### config.mk
export PLATFORM = sky130hd
export DESIGN_NAME = data_inf_c_intc_m2s_with_lazy_rr
export DESIGN_NICKNAME = d
export VERILOG_FILES = /design/src/rtl/data_inf_c_intc_m2s_with_lazy_rr.sv
export SDC_FILE = /design/constraint.sdc
export NUM_CORES = 1
export LEC_CHECK = 0
export BUFFER_PORTS_ARGS = -buffer_cell sky130_fd_sc_hd__buf_4
export CELL_PAD_IN_SITES_DETAIL_PLACEMENT = 1
export CELL_PAD_IN_SITES_GLOBAL_PLACEMENT = 1
export CORE_MARGIN = 3
export CORE_UTILIZATION = 32
export CTS_CLUSTER_DIAMETER = 60
export DETAILED_ROUTE_END_ITERATION = 7
export GPL_TIMING_DRIVEN = 0
export PLACE_DENSITY_LB_ADDON = 0.25
export SYNTH_ARGS = -nofsm -noshare
export SYNTH_HDL_FRONTEND = slang
export SYNTH_SLANG_ARGS = --single-unit
### constraint.sdc
create_clock -name clock -period 2.3 [get_ports clock]
set_input_delay 0.345 -clock clock [delete_from_list [all_inputs] [get_ports clock]]
set_output_delay 0.345 -clock clock [all_outputs]
set_load 0.01 [all_outputs]
### src/rtl/data_inf_c_intc_m2s_with_lazy_rr.sv
// Round-robin gather arbiter: NUM data_inf_c requesters with lazy sideband onto one
// registered master port. The grant is held per packet or up to MAX_BEAT beats.
module data_inf_c_intc_m2s_with_lazy_rr #(
  parameter int NUM      = 4,
  parameter int NSIZE    = $clog2(NUM),
  parameter int DSIZE    = 32,
  parameter int LAZISE   = 1,
  parameter int MAX_BEAT = 0
) (
  input  logic                          clock,
  input  logic                          rst,
  input  logic [NUM-1:0][DSIZE-1:0]     s_data,
  input  logic [NUM-1:0][LAZISE-1:0]    s_lazy_data,
  input  logic [NUM-1:0]                s_last,
  input  logic [NUM-1:0]                s_valid,
  output logic [NUM-1:0]                s_ready,
  output logic [DSIZE-1:0]              m_data,
  output logic [LAZISE-1:0]             m_lazy_data,
  output logic                          m_last,
  output logic [NSIZE-1:0]              m_addr,
  output logic                          m_valid,
  input  logic                          m_ready
);

  localparam int CW = 16;
  localparam logic [CW-1:0] LP_LAST_CNT = (MAX_BEAT == 0) ? '0 : CW'(MAX_BEAT - 1);
  localparam logic          LP_LIMITED  = (MAX_BEAT != 0);

  typedef enum logic {IDLE, BUSY} state_t;

  state_t            r_state;
  logic [NSIZE-1:0]  r_grant;
  logic [NSIZE-1:0]  r_last_grant;
  logic [CW-1:0]     r_beat_cnt;
  logic [DSIZE-1:0]  r_data;
  logic [LAZISE-1:0] r_lazy;
  logic              r_last;
  logic [NSIZE-1:0]  r_addr;
  logic              r_valid;

  logic              w_found;
  logic [NSIZE-1:0]  w_next;
  logic [NSIZE-1:0]  w_cand;
  logic [NUM-1:0]    w_ready;
  logic              w_accept;
  logic              w_last;

  // Search starts just after the previous owner and wraps.
  always_comb begin
    w_found = 1'b0;
    w_next  = r_last_grant;
    w_cand  = '0;
    for (int i = 1; i <= NUM; i++) begin
      w_cand = NSIZE'((int'(r_last_grant) + i) % NUM);
      if (!w_found && s_valid[w_cand]) begin
        w_found = 1'b1;
        w_next  = w_cand;
      end
    end
  end

  always_comb begin
    w_ready = '0;
    if (r_state == BUSY) w_ready[r_grant] = !r_valid || m_ready;
  end

  assign w_accept = s_valid[r_grant] && w_ready[r_grant];
  assign w_last   = s_last[r_grant] || (LP_LIMITED && (r_beat_cnt == LP_LAST_CNT));

  always_ff @(posedge clock or posedge rst) begin
    if (rst) begin
      r_state      <= IDLE;
      r_grant      <= '0;
      r_last_grant <= NSIZE'(NUM - 1);
      r_beat_cnt   <= '0;
      r_data       <= '0;
      r_lazy       <= '0;
      r_last       <= 1'b0;
      r_addr       <= '0;
      r_valid      <= 1'b0;
    end else begin
      case (r_state)
        IDLE: begin
          if (m_ready) r_valid <= 1'b0;
          if (w_found) begin
            r_grant <= w_next;
            r_state <= BUSY;
          end
        end
        BUSY: begin
          if (w_accept) begin
            r_data  <= s_data[r_grant];
            r_lazy  <= s_lazy_data[r_grant];
            r_addr  <= r_grant;
            r_last  <= w_last;
            r_valid <= 1'b1;
            if (w_last) begin
              r_last_grant <= r_grant;
              r_beat_cnt   <= '0;
              r_state      <= IDLE;
            end else begin
              r_beat_cnt <= r_beat_cnt + 1'b1;
            end
          end else if (m_ready) begin
            r_valid <= 1'b0;
          end
        end
        default: r_state <= IDLE;
      endcase
    end
  end

  assign s_ready     = w_ready;
  assign m_data      = r_data;
  assign m_lazy_data = r_lazy;
  assign m_last      = r_last;
  assign m_addr      = r_addr;
  assign m_valid     = r_valid;

endmodule

# After elaboration in Yosys (flattened, before gate mapping)
# Index checks and enable logic that the tools add are counted.
[word_totals] register_bits=42 elab_cells=69 output_inout_bits=41
[classes] n_lt_le_gt_ge=6 bitwise_logic=2 add_sub_neg=4 n_mux=36 reduce_logical=13
[op_table] operator="$bmux W32 S2" count=1
[op_table] operator="$mux W32" count=1
[op_table] operator="$mux W1" count=18
[op_table] operator="$bmux W1 S2" count=8
[op_table] operator="$lt A2 B3 Y1 const B" count=5
[op_table] operator="$mux W2" count=4
[op_table] operator="$logic_and A1 B1 Y1" count=5
[op_table] operator="$add A2 B1 Y2 const B" count=2
[op_table] operator="$add A2 B2 Y2 const B" count=2
[op_table] operator="$and A4 B4 Y4" count=1
[op_table] operator="$logic_not A1 Y1" count=4
[op_table] operator="$mux W4" count=1
[op_table] operator="$pmux W1 S2" count=2
[op_table] operator="$reduce_and A2 Y1" count=2
[op_table] operator="$reduce_and A3 Y1" count=1
[op_table] operator="$demux W1 S2" count=1
[op_table] operator="$ge A2 B1 Y1 const B" count=1
[op_table] operator="$logic_or A1 B1 Y1" count=1
[op_table] operator="$not A1 Y1" count=1

# Depth between registers and ports, before layout
[depth] depth_word=15 depth_mapped=5

# Worst setup path before layout
# No wires, ideal clock.
[synth_timing] kind="reg2reg" from="register r_grant[0]" to="register r_data[0] (netlist: m_data[0])" arrival_ns=1.602 required_time_ns=2.175 setup_ns=0.125 stages_incl_launch_ff=5 slack_ns=0.573 n_path_buf=2 cell_sequence="dfrtp_1 -> clkbuf_1 -> buf_2 -> mux4_2 -> mux2_4"
[synth_between] elab_chain_cells=10
[synth_lines] item="start, declared" line="32" text="logic [NSIZE-1:0] r_grant;"
[synth_lines] item="start signal, assigned" line="86" text="r_grant <= w_next;"
[synth_lines] item="$lt A2 B3 Y1 (not written as such) or $ge A2 B1 Y1 (tied branches)" line="64" text="if (r_state == BUSY) w_ready[r_grant] = !r_valid || m_ready;"
[synth_lines] item="$logic_and A1 B1 Y1 (not written as such)" line="64"
[synth_lines] item="$mux W1 (not written as such)" line="64"
[synth_lines] item="$demux W1 S2" line="64"
[synth_lines] item="$and A4 B4 Y4 (no source line)"
[synth_lines] item="$mux W4" line="64"
[synth_lines] item="$bmux W1 S2" line="67" text="assign w_accept = s_valid[r_grant] && w_ready[r_grant];"
[synth_lines] item="$mux W1 (not written as such)" line="67"
[synth_lines] item="$logic_and A1 B1 Y1" line="67"
[synth_lines] item="$reduce_and A2 Y1 (no source line)"
[synth_lines] item="end signal, assigned" line="92" text="r_data <= s_data[r_grant];"
[synth_lines] item="end, declared" line="35" text="logic [DSIZE-1:0] r_data;"
# Parallel ways exist; a longest one is shown, timed or not. The select of a mux whose other input is x is not followed.
# A chain may end at the register's enable or synchronous reset.

# Worst setup path after layout
[layout_timing] from="register r_grant[0]" to="output s_ready[1]"
[layout_between] elab_chain_cells=6
[layout_lines] item="$lt A2 B3 Y1 (not written as such) or $ge A2 B1 Y1 (tied branches)" line="64"
[layout_lines] item="$logic_and A1 B1 Y1 (not written as such)" line="64"
[layout_lines] item="$mux W1 (not written as such)" line="64"
[layout_lines] item="$demux W1 S2 (*)" line="64"
[layout_lines] item="$and A4 B4 Y4 (no source line) (*)"
[layout_lines] item="$mux W4 (*)" line="64"
[layout_lines] item="end, declared" line="16" text="output logic [NUM-1:0] s_ready,"
# Mark *: on every way between the ends. The rest lies on a longest branch, timed or not.

==> impl_metrics.py <==
metrics = {
    "status": {
        "status": "completed",
    },
    "floorplan": {
        "initial_core_util_pct": 33.0,
        "fp.coreArea_mm2": 0.00826,
        "die_height_um": 98.2,
        "ios": 184,
        "dieArea_mm2": 0.00965,
        "fp.dieW_um": 98.2,
        "num_rows": 33,
    },
    "setup_path": {
        "end_kind": "primary output",
        "rr_worst_depth": 4,
        "path_class": "flop to primary output",
        "start_kind": "flop",
        "crit_path_start": "r_grant[0]$_DFFE_PP0P_",
        "worstPathArrival_ns": 1.69,
        "cp_max_fo": 10,
        "rr_endpoint": "m_data[27]$_DFFE_PP0P_",
        "r2r_start": "r_grant[0]$_DFFE_PP0P_",
        "crit_required_ns": 1.96,
        "r2r_slack_ns": 0.33,
        "cp-endpoint": "s_ready[1]",
    },
    "detailed_routing": {
        "postRouteAntennaNets": 0,
        "drtIter0Drc": 40,
        "vias_per_cell": 5.00,
        "firstDrtPassIters": 4,
        "vias": 2305,
        "drc": 0,
        "routed_wl_um": 8910,
        "wl_per_cell_um": 19.3,
    },
    "hold_path": {
        "min_path_type": "primary input to asynchronous set/reset pin",
    },
    "place": {
        "numPortBuffers": 183,
        "gp_congestion": 0.812,
        "placed_cells": 455,
        "dp_hpwl_um": 7460,
    },
    "timing": {
        "max_freq_mhz": 492,
        "min_period_ns": 2.03,
        "hold_violations": 0,
        "setup-tns-final_ns": 0,
        "rsz0062_at_grt": "no",
        "relSlewSlack_pct": 61.2,
        "worst_pin_slew_ns": 0.582,
        "finalCritPeriodShare_pct": 88.4,
        "final_max_slew_viol_count": 0,
        "setup_violations": 0,
        "clock_skew_ns": 0.00283,
    },
    "logic_synthesis": {
        "synth-seq-cells": 42,
        "syn-cell-area_mm2": 0.00272,
        "ys_seq_area_share_pct": 38.7,
        "yosysWarnings": 0,
        "synth_area_per_cell_um2": 16.4,
        "syn-num-nets": 309,
        "syn-instance-count": 166,
        "netlist-cell-type-count": 29,
    },
    "clock_network": {
        "post_cts_resized": 0,
        "clock_path_buffers": 2,
        "htree_num_levels": 2,
        "hold_buffers": 0,
        "cts_tree": "done",
        "cts_buffers": 5,
        "cts_setup_buffers": 0,
        "cts_num_sinks": 42,
        "path_clk_slew_ns": 0.07,
        "cts_root_buf": "clkbuf_8",
        "insertion_delay_ns": 0.28,
    },
    "global_route": {
        "grt_overflow": 0,
        "grt_pass1_wl_um": 14000,
        "grt_max_degree": 23,
        "grt_usage_pct": 18.3,
        "antenna_found_initial": 0,
        "grt_pass1_vias": 2577,
    },
    "flow_run": {
        "maxCapViolations": 0,
    },
    "finish": {
        "fin_cells": 461,
        "diodes": 0,
        "fin_nets": 499,
        "drive_gt1_share_pct": 78.1,
        "synthToLayoutAreaGrowth_pct": 59.0,
        "final_util_pct": 52.4,
    },
    "power_and_ir_drop": {
        "ir_drop_v": 0.000447,
        "power.density_mw_per_mm2": 1210,
        "leakagePower_uw": 0.00210,
    },
}
==> flip-flops by register name, summed over array words and instances (netlist names) <==
| signal | flops |
|---|---|
| m_addr | 2 |
| m_data | 32 |
| m_last | 1 |
| m_lazy_data | 1 |
| m_valid | 1 |
| r_grant | 2 |
| r_last_grant | 2 |
| r_state | 1 |
==> layer usage <==
| layer | track usage [%] | vias to the layer above | share of wire (%) |
|---|---|---|---|
| met1 | 21.4 | 1174 | 37 |
| met2 | 34.3 | 90 | 56 |
| met3 | 4.00 | 6 | 5.6 |
| met4 | 3.99 | 0 | 1.1 |
| li1 | - | 1035 | - |
| met5 | 0 | - | 0 |
==> worst min-delay path by stage <==
stage	endpoint	from	cells after the start	slack (ns)
floorplan	m_last$_DFFE_PP0P_	m_last$_DFFE_PP0P_	1	0.53
global placement	m_last$_DFFE_PP0P_	m_last$_DFFE_PP0P_	1	0.48
detailed placement	m_data[26]$_DFFE_PP0P_	rst	2	0.42
CTS	m_data[27]$_DFFE_PP0P_	rst	2	0.11
global route	m_data[27]$_DFFE_PP0P_	rst	2	0.11
finish	m_data[27]$_DFFE_PP0P_	rst	2	0.09
==> cells by family after synthesis <==
logic type	synth area share (%)
flip-flops	38.7
multiplexers	48.7
AO/OA/AOI/OAI	3.17
AND/OR/NAND/NOR	4.64
buffers and inverters	4.78
==> Yosys cell counts, drive strengths merged <==
master	n	area, um^2
dfstp	2	52.6
clkbuf	5	18.8
a21bo	2	20.0
inv	3	11.3
nor3	2	10.0
a41oi	1	8.76
nor4	1	6.26
nand3	3	27.5
mux4	35	788
a211oi	1	7.51
buf	10	100
nor2	6	22.5
o21a	1	7.51
a21boi	1	7.51
a22o	1	8.76
nand4	1	6.26
a21o	1	7.51
nand2b	5	31.3
o32a	1	10.0
a31o	1	8.76
dfrtp	40	1000
mux2	38	537
nand2	4	15.0
nor3b	1	7.51
==> power by group <==
part	total [uW]	leakage [uW]	switching [uW]	internal [uW]
Sequential	1380	0.000484	230	1150
Clock	445	0.0000383	236	209
Combinational	3430	0.00158	1330	2110
Total	5250	0.00210	1790	3460
==> area by class of cell <==
class                      instances  area, um^2
buffer                            14         115
clock buffer                       7        76.3
fill                             895        3930
inverter                           3        11.3
multi-input combinational        106        1540
sequential                        42        1050
tap                              105         131
timing repair buffer             184        1400
==> metrics by stage <==
stage | setup slack, ns | cell area, um^2 | hold slack, ns | power, uW
6_report | 0.266 | 4330 | 0.0903 | 5250
4_1_cts | 0.0276 | 4330 | 0.110 | 5350
3_3_place_gp | 0.321 | 4230 | 0.476 | 4800
3_5_place_dp | 0.315 | 4250 | 0.416 | 4880
5_1_grt | 0.0699 | 4330 | 0.113 | 5610
2_1_floorplan | 0.573 | 2720 | 0.533 | 3690
==> cells in the final DEF, fill, tap and decap left out <==
master    instances
buf_4           183
dfrtp_1          40
mux4_2           35
mux2_4           29
mux2_2            9
clkbuf_1          7
nor2_1            6
buf_2             5
nand2b_1          5
clkbuf_8          5
nand2_1           4
buf_12            3
nand3_1           2
a21bo_2           2
inv_1             2
nor3_1            2
dfstp_2           2
buf_6             1
nand3_4           1
a31o_2            1
a22o_1            1
nand4_1           1
nor3b_1           1
a211oi_1          1
nor4_1            1
o32a_1            1
a21o_1            1
o21a_1            1
a41oi_1           1
a21boi_0          1
inv_2             1
buf_16            1
==> worst max-delay path, cell delays in order (launching register included) <==
cell,delay (ns)
dfrtp_1,0.32
clkbuf_1,0.28
buf_2,0.35
inv_1,0.12
nor3_1,0.18
buf_4,0.15
Power figures use the tool's default switching activity.
